**src/rtl/pkt_arb_pkg.sv**
```systemverilog
// Shared definitions for the packet channel arbiters: the arbiter FSM
// state encoding and a constant-width helper.
package pkt_arb_pkg;

  typedef logic [1:0] arb_state_t;

  localparam logic [1:0] ARB_IDLE  = 2'b00;
  localparam logic [1:0] ARB_GRANT = 2'b01;
  localparam logic [1:0] ARB_BODY  = 2'b10;

  // Ceiling log2 for sizing index registers; returns at least 1.
  function automatic int clog2_int(input int value);
    int r;
    r = 1;
    for (int i = 1; i < 31; i++) begin
      if ((1 << i) < value) r = i + 1;
    end
    return r;
  endfunction

endpackage

```
**src/rtl/pkt_rr_pick.sv**
```systemverilog
// Combinational round-robin picker: returns the first set candidate at or
// after rr_ptr, wrapping from N-1 back to 0.
module pkt_rr_pick #(
  parameter int N     = 4,
  parameter int IDX_W = 2
) (
  input  logic [N-1:0]     cand,
  input  logic [IDX_W-1:0] rr_ptr,
  output logic             any_cand,
  output logic [IDX_W-1:0] winner
);

  localparam logic [IDX_W:0] N_W = (IDX_W + 1)'(N);

  logic [2*N-1:0] dbl;
  logic [2*N-1:0] shifted;
  logic [N-1:0]   rot;
  logic [IDX_W:0] sum;

  // Rotate the candidate vector so bit 0 is the requester at rr_ptr.
  assign dbl     = {cand, cand};
  assign shifted = dbl >> rr_ptr;
  assign rot     = shifted[N-1:0];

  // Take the lowest set bit of the rotated vector and map it back to an index.
  always_comb begin
    any_cand = 1'b0;
    winner   = '0;
    sum      = '0;
    for (int off = 0; off < N; off++) begin
      if (!any_cand && rot[off]) begin
        any_cand = 1'b1;
        sum      = {1'b0, rr_ptr} + (IDX_W + 1)'(off);
        if (sum >= N_W) sum = sum - N_W;
        winner   = sum[IDX_W-1:0];
      end
    end
  end

endmodule

```
**src/rtl/pkt_channel_arbiter.sv**
```systemverilog
// Packet-level round-robin arbiter sharing one head/data/tail channel
// between NUM_REQ requesters. A requester is granted on a head beat and
// keeps the channel until its tail beat is accepted.
//
// Handshake: a beat transfers on a cycle where valid and ready are both
// high; valid never depends on ready, and a source holds its beat stable
// while valid is high and the beat has not transferred.
//
// Optional macro PKT_ARB_TIMEOUT_EN: a stalled grant is force-released after
// TIMEOUT cycles without an accept and timeout_err pulses for that cycle.
module pkt_channel_arbiter
  import pkt_arb_pkg::*;
#(
  parameter int NUM_REQ = 4,
  parameter int DATA_W  = 8,
  parameter int ID_W    = 2,
  parameter int TIMEOUT = 16
) (
  input  logic                      clk,
  input  logic                      reset,
  input  logic [NUM_REQ-1:0]        req_valid,
  input  logic [NUM_REQ-1:0]        req_head,
  input  logic [NUM_REQ-1:0]        req_tail,
  input  logic [NUM_REQ*DATA_W-1:0] req_data,
  output logic [NUM_REQ-1:0]        req_ready,
  output logic                      out_valid,
  output logic                      out_head,
  output logic                      out_tail,
  output logic [DATA_W-1:0]         out_data,
  input  logic                      out_ready,
  output logic                      busy,
  output logic [ID_W-1:0]           grant_id,
  output logic                      timeout_err,
  output arb_state_t                dbg_state,
  output logic [ID_W-1:0]           dbg_rr_ptr
);

  localparam int PTR_W = clog2_int(NUM_REQ);

  arb_state_t         state_q;
  logic [PTR_W-1:0]   grant_q;
  logic [PTR_W-1:0]   rr_ptr_q;
  logic [PTR_W-1:0]   next_ptr;
  logic [PTR_W-1:0]   winner;
  logic [NUM_REQ-1:0] cand;
  logic               any_cand;
  logic               accept;
  logic               pkt_done;
  logic               stall_fire;
  logic               release_now;

  assign cand = req_valid & req_head;

  pkt_rr_pick #(
    .N     (NUM_REQ),
    .IDX_W (PTR_W)
  ) u_pick (
    .cand     (cand),
    .rr_ptr   (rr_ptr_q),
    .any_cand (any_cand),
    .winner   (winner)
  );

  assign busy = (state_q != ARB_IDLE);

  // Channel mux from the registered grant; everything is 0 while idle.
  always_comb begin
    out_valid = 1'b0;
    out_head  = 1'b0;
    out_tail  = 1'b0;
    out_data  = '0;
    req_ready = '0;
    for (int i = 0; i < NUM_REQ; i++) begin
      if (busy && grant_q == PTR_W'(i)) begin
        out_valid = req_valid[i];
        out_head  = req_head[i];
        out_tail  = req_tail[i];
        out_data  = req_data[i*DATA_W +: DATA_W];
      end
    end
    for (int i = 0; i < NUM_REQ; i++) begin
      req_ready[i] = busy && (grant_q == PTR_W'(i)) && out_valid && out_ready;
    end
  end

  assign accept = out_valid & out_ready;

  // A packet ends on an accepted tail in the body, or on a head+tail beat
  // while waiting for the head. A lone tail in ARB_GRANT does not end it.
  assign pkt_done = accept & out_tail &
                    (((state_q == ARB_GRANT) & out_head) | (state_q == ARB_BODY));

  assign release_now = busy & (pkt_done | stall_fire);

  assign next_ptr = (grant_q == PTR_W'(NUM_REQ - 1)) ? '0 : grant_q + PTR_W'(1);

`ifdef PKT_ARB_TIMEOUT_EN
  localparam int CNT_W = clog2_int(TIMEOUT);

  logic [CNT_W-1:0] stall_q;

  // An accept in the final stall cycle wins over the timeout.
  assign stall_fire = busy & ~accept & (stall_q == CNT_W'(TIMEOUT - 1));

  // Stall counter: cleared while idle (so fresh on entry to ARB_GRANT) and
  // on every accept, counts busy cycles without an accept.
  always_ff @(posedge clk) begin
    if (reset) begin
      stall_q <= '0;
    end else if (!busy || accept || stall_fire) begin
      stall_q <= '0;
    end else begin
      stall_q <= stall_q + CNT_W'(1);
    end
  end
`else
  // No stall watchdog in this build; a negative TIMEOUT is meaningless, so
  // this term is constant 0.
  assign stall_fire = (TIMEOUT < 0);
`endif

  assign timeout_err = stall_fire;

  // Arbiter FSM: grant on a head candidate, lock until the packet ends.
  always_ff @(posedge clk) begin
    if (reset) begin
      state_q  <= ARB_IDLE;
      grant_q  <= '0;
      rr_ptr_q <= '0;
    end else begin
      case (state_q)
        ARB_IDLE: begin
          if (any_cand) begin
            grant_q <= winner;
            state_q <= ARB_GRANT;
          end
        end
        ARB_GRANT: begin
          if (accept && out_head) state_q <= ARB_BODY;
        end
        ARB_BODY: ;
        default: state_q <= ARB_IDLE;
      endcase
      if (release_now) begin
        state_q  <= ARB_IDLE;
        grant_q  <= '0;
        rr_ptr_q <= next_ptr;
      end
    end
  end

  // Zero-extend the internal index registers onto the ID_W-wide outputs.
  always_comb begin
    grant_id               = '0;
    grant_id[PTR_W-1:0]    = grant_q;
    dbg_rr_ptr             = '0;
    dbg_rr_ptr[PTR_W-1:0]  = rr_ptr_q;
  end

  assign dbg_state = state_q;

endmodule

```
**config.mk**
```make
export PLATFORM = sky130hd
export DESIGN_NAME = pkt_channel_arbiter
export DESIGN_NICKNAME = d
export VERILOG_FILES = /design/src/rtl/pkt_arb_pkg.sv /design/src/rtl/pkt_rr_pick.sv /design/src/rtl/pkt_channel_arbiter.sv
export SDC_FILE = /design/constraint.sdc
export NUM_CORES = 1
export LEC_CHECK = 0
export BUFFER_PORTS_ARGS = -buffer_cell sky130_fd_sc_hd__buf_2
export CAP_MARGIN = 15
export CORE_AREA = 8 8 63 65
export DETAILED_ROUTE_END_ITERATION = 6
export DIE_AREA = 0 0 71 73
export PLACE_DENSITY = 0.74
export REMOVE_ABC_BUFFERS = 1
export SYNTH_ARGS = -nofsm -noshare
export SYNTH_HDL_FRONTEND = slang
export SYNTH_SLANG_ARGS = --single-unit
```
**constraint.sdc**
```tcl
create_clock -name clk -period 2.75 [get_ports clk]
set_input_delay 0.4125 -clock clk [delete_from_list [all_inputs] [get_ports clk]]
set_output_delay 0.4125 -clock clk [all_outputs]
set_load 0.05 [all_outputs]
```
==> flow_summary_export.csv <==
group,metric,value,unit
global_route,grt_pass1_wl,5.29,mm
clock_network,tritoncts,"yes",
clock_network,cts_hold_buf,0,
worst_setup_path,r2r_cells,9,
cells_and_area,finalNetCount,246,
pwr,p_total,0.454,mW
global_route,track_usage,12.1,%
sta,max_freq,0.383,GHz
cells_and_area,drive_gt1_share,43.0,%
placed_design,place_ws,0.414,ns
placed_design,place_congestion,0.906,
worst_setup_path,cp_max_fo,8,
sta,clock_skew,0.00404,ns
synthesis,ys.warnings.count,0,
route,vias_per_cell,5.31,
route,antenna_left,0,
sta,slew_headroom,64.8,%
floorplan,fp.dieW,71,um
worst_setup_path,required,2.34,ns
clock_network,post_cts_buffers,0,
placed_design,io_buffers,68,
clock_network,max-clock-path-buffers,2,
worst_setup_path,crit_path_cell_trace,"inv_1 -> ha_1 -> o21ai_1 -> nor2_1 -> a222oi_1 -> o31ai_1 -> buf_2",
worst_setup_path,slowest_stage,"nor2_1",
floorplan,io-pin-count,70,
clock_network,htree_levels,1,
worst_setup_path,crit_path_start_kind,"register",
pwr,p_per_area,355,nW/um^2
global_route,grt_max_degree,19,
worst_setup_path,critPathKind,"reg -> out",
worst_setup_path,critical_path_buf_inv_count,2,
clock_network,cts_made_buffers,3,
sta,tns,0,ns
worst_setup_path,crit_family,"compound AO/OA/AOI/OAI gates",
worst_setup_path,worst_setup_path_end_kind,"output pin",
route,wire_per_inst,14.9,um
route,routed_wl,3.36,mm
worst_setup_path,cp_data_arrival_time,2.20,ns
sta,rsz0062_at_grt,"no",
floorplan,die_y,73,um
global_route,grt_overflow_total,0,
synthesis,synth_cells,123,
cells_and_area,final_cells,226,
clock_network,clk_latency,0.24,ns
sta,fin_hold_ws,0.441,ns
route,drt_iter0_drc,119,
pwr,p_leak,0.665,nW
route,drcViolationCount,0,
sta,period_minus_slack,2.61,ns
floorplan,dieArea,5180,um^2
clock_network,root_buffer,"clkbuf_4",
floorplan,coreArea,2950,um^2
floorplan,rows,20,
synthesis,ys_seq_elements,6,
sta,setup_violations,0,
placed_design,dpl.cell_count,223,
clock_network,cts.sinks,6,
synthesis,synth_area,868,um^2
worst_setup_path,cp_num_cells,7,
global_route,antenna_found_initial,0,
cells_and_area,n_antenna_cell,0,
sta,worst_slack,0.140,ns
sta,slew_violations,0,
flow_run,maxCapViolCount,0,
cells_and_area,synthToLayoutAreaGrowth,47.4,%
sta,worst_pin_slew,0.527,ns
outcome,outcome,"completed",
sta,fin_crit_sh,94.9,%
route,num_vias,1199,
floorplan,start_util,29.4,%
placed_design,dp_hpwl,2.83,mm
route,drtPass1Iterations,6,
worst_setup_path,crit_path_max_incr_delay,0.44,ns
sta,hold_viol,0,
synthesis,synth.distinct_cells,43,
min_path,hold_class,"in -> reg",
clock_network,cts_resized,0,
pwr,ir_drop,206,uV
synthesis,seq_area_frac_synth,13.8,%
synthesis,avgSynthCellArea,7.06,um^2
global_route,grt_pass1_vias,1177,
min_path,holdPathStages,2,
clock_network,clkTransAtPathRegs,0.05,ns
## final cells by class
class	instances	area [um^2]
Clock buffer	3	22.5
Fill cell	329	1670
Inverter	6	22.5
Multi-Input combinational cell	105	696
Sequential cell	6	120
Tap cell	33	41.3
Timing Repair Buffer	73	378
## routing by layer
layer / vias to the layer above / wire length (um) / global-route usage [%]
met5: - / 0 / 0
met4: 0 / 5 / 2.08
met3: 2 / 426 / 5.49
met2: 57 / 1500 / 20.4
met1: 531 / 1430 / 13.8
li1: 609 / - / -
## state kept, by name, summed over array words and instances (netlist names)
| name | flops |
|---|---|
| grant_id | 2 |
| dbg_state | 2 |
| dbg_rr_ptr | 2 |
## report_power, final
group	switching (mW)	internal, mW
clock network	0.0319	0.0494
registers	0.00590	0.0913
logic	0.187	0.0884
## cells by family after synthesis
family	after synthesis	share of synthesized area [%]
AND/OR/NAND/NOR	54	30.3
AO/OA/AOI/OAI	44	40.8
buffers and inverters	12	6.05
flip-flops	6	13.8
adder cells (fa/ha/maj)	4	5.76
multiplexers	2	2.88
other	1	0.432
## worst register-to-register path: stages (launching register included)
cell and delay, ns:
dfxtp_1 0.35, inv_1 0.10, ha_1 0.37, buf_4 0.21
a21oi_1 0.05, o32ai_1 0.17, o221ai_1 0.22, buf_4 0.20
or3_1 0.37, a211oi_1 0.22
## final timing paths
kind	end	slack (ns)	start
max	out_data[0]	0.14	grant_id[0]$_SDFFE_PP0P_
min	dbg_state[0]$_SDFFE_PP0P_	0.44	reset
max reg2reg	dbg_state[1]$_SDFFE_PP0P_	0.40	grant_id[0]$_SDFFE_PP0P_
min reg2reg	grant_id[0]$_SDFFE_PP0P_	0.53	grant_id[0]$_SDFFE_PP0P_
## synthesized netlist by cell type
cell type   n  area share (%)
nand2_1    19             8.2
nor2_1     15             6.5
a222oi_1    8             9.2
o31ai_1     8             6.9
dfxtp_1     6              14
inv_1       6             2.6
a21oi_1     5             2.9
a211oi_1    4             3.5
clkbuf_1    4             1.7
ha_1        4             5.8
o21ai_0     4             2.3
nor3_1      3             1.7
and3_1      2             1.4
buf_4       2             1.7
nand2b_1    2             1.4
nor2b_1     2             1.4
o21a_1      2             1.7
o21ai_1     2             1.2
a21o_1      1            0.86
a221oi_4    1             3.0
a31oi_1     1            0.72
a32o_1      1             1.2
a41o_1      1             1.2
and2_1      1            0.72
and2_2      1            0.86
and2b_1     1            0.86
and2b_2     1             1.0
conb_1      1            0.43
mux2_4      1             1.7
mux2i_1     1             1.2
nand3_1     1            0.58
nor2_2      1            0.72
nor3b_1     1            0.86
o2111ai_1   1             1.0
o221ai_1    1             1.0
o2bb2ai_1   1             1.0
o31a_1      1             1.0
o32a_1      1             1.2
o32ai_1     1             1.0
or2b_1      1            0.86
or2b_2      1             1.0
or3_1       1            0.72
or3_4       1             1.3
## layout by cell type, fill, tap and decap left out, types with 2 or more instances in the layout
cell and n:
nand2_1 19, o21ai_1 2, nor2_1 15, clkbuf_4 3, nand2b_1 2, inv_1 6, nor3_1 3, a21oi_1 5
dfxtp_1 6, and3_1 2, ha_1 4, o31ai_1 8, buf_4 5, nor2b_1 2, a222oi_1 8, buf_2 68
a211oi_1 4, o21a_1 2, o21ai_0 4
## metrics by stage
step / utilization (%) / cell area [um^2]
detailed placement: 42.6 / 1260
finish: 43.3 / 1280
CTS: 43.3 / 1280
global route: 43.3 / 1280
global placement: 42.6 / 1260
floorplan: - / 838
Note: power is estimated with default switching activity, not from simulation.
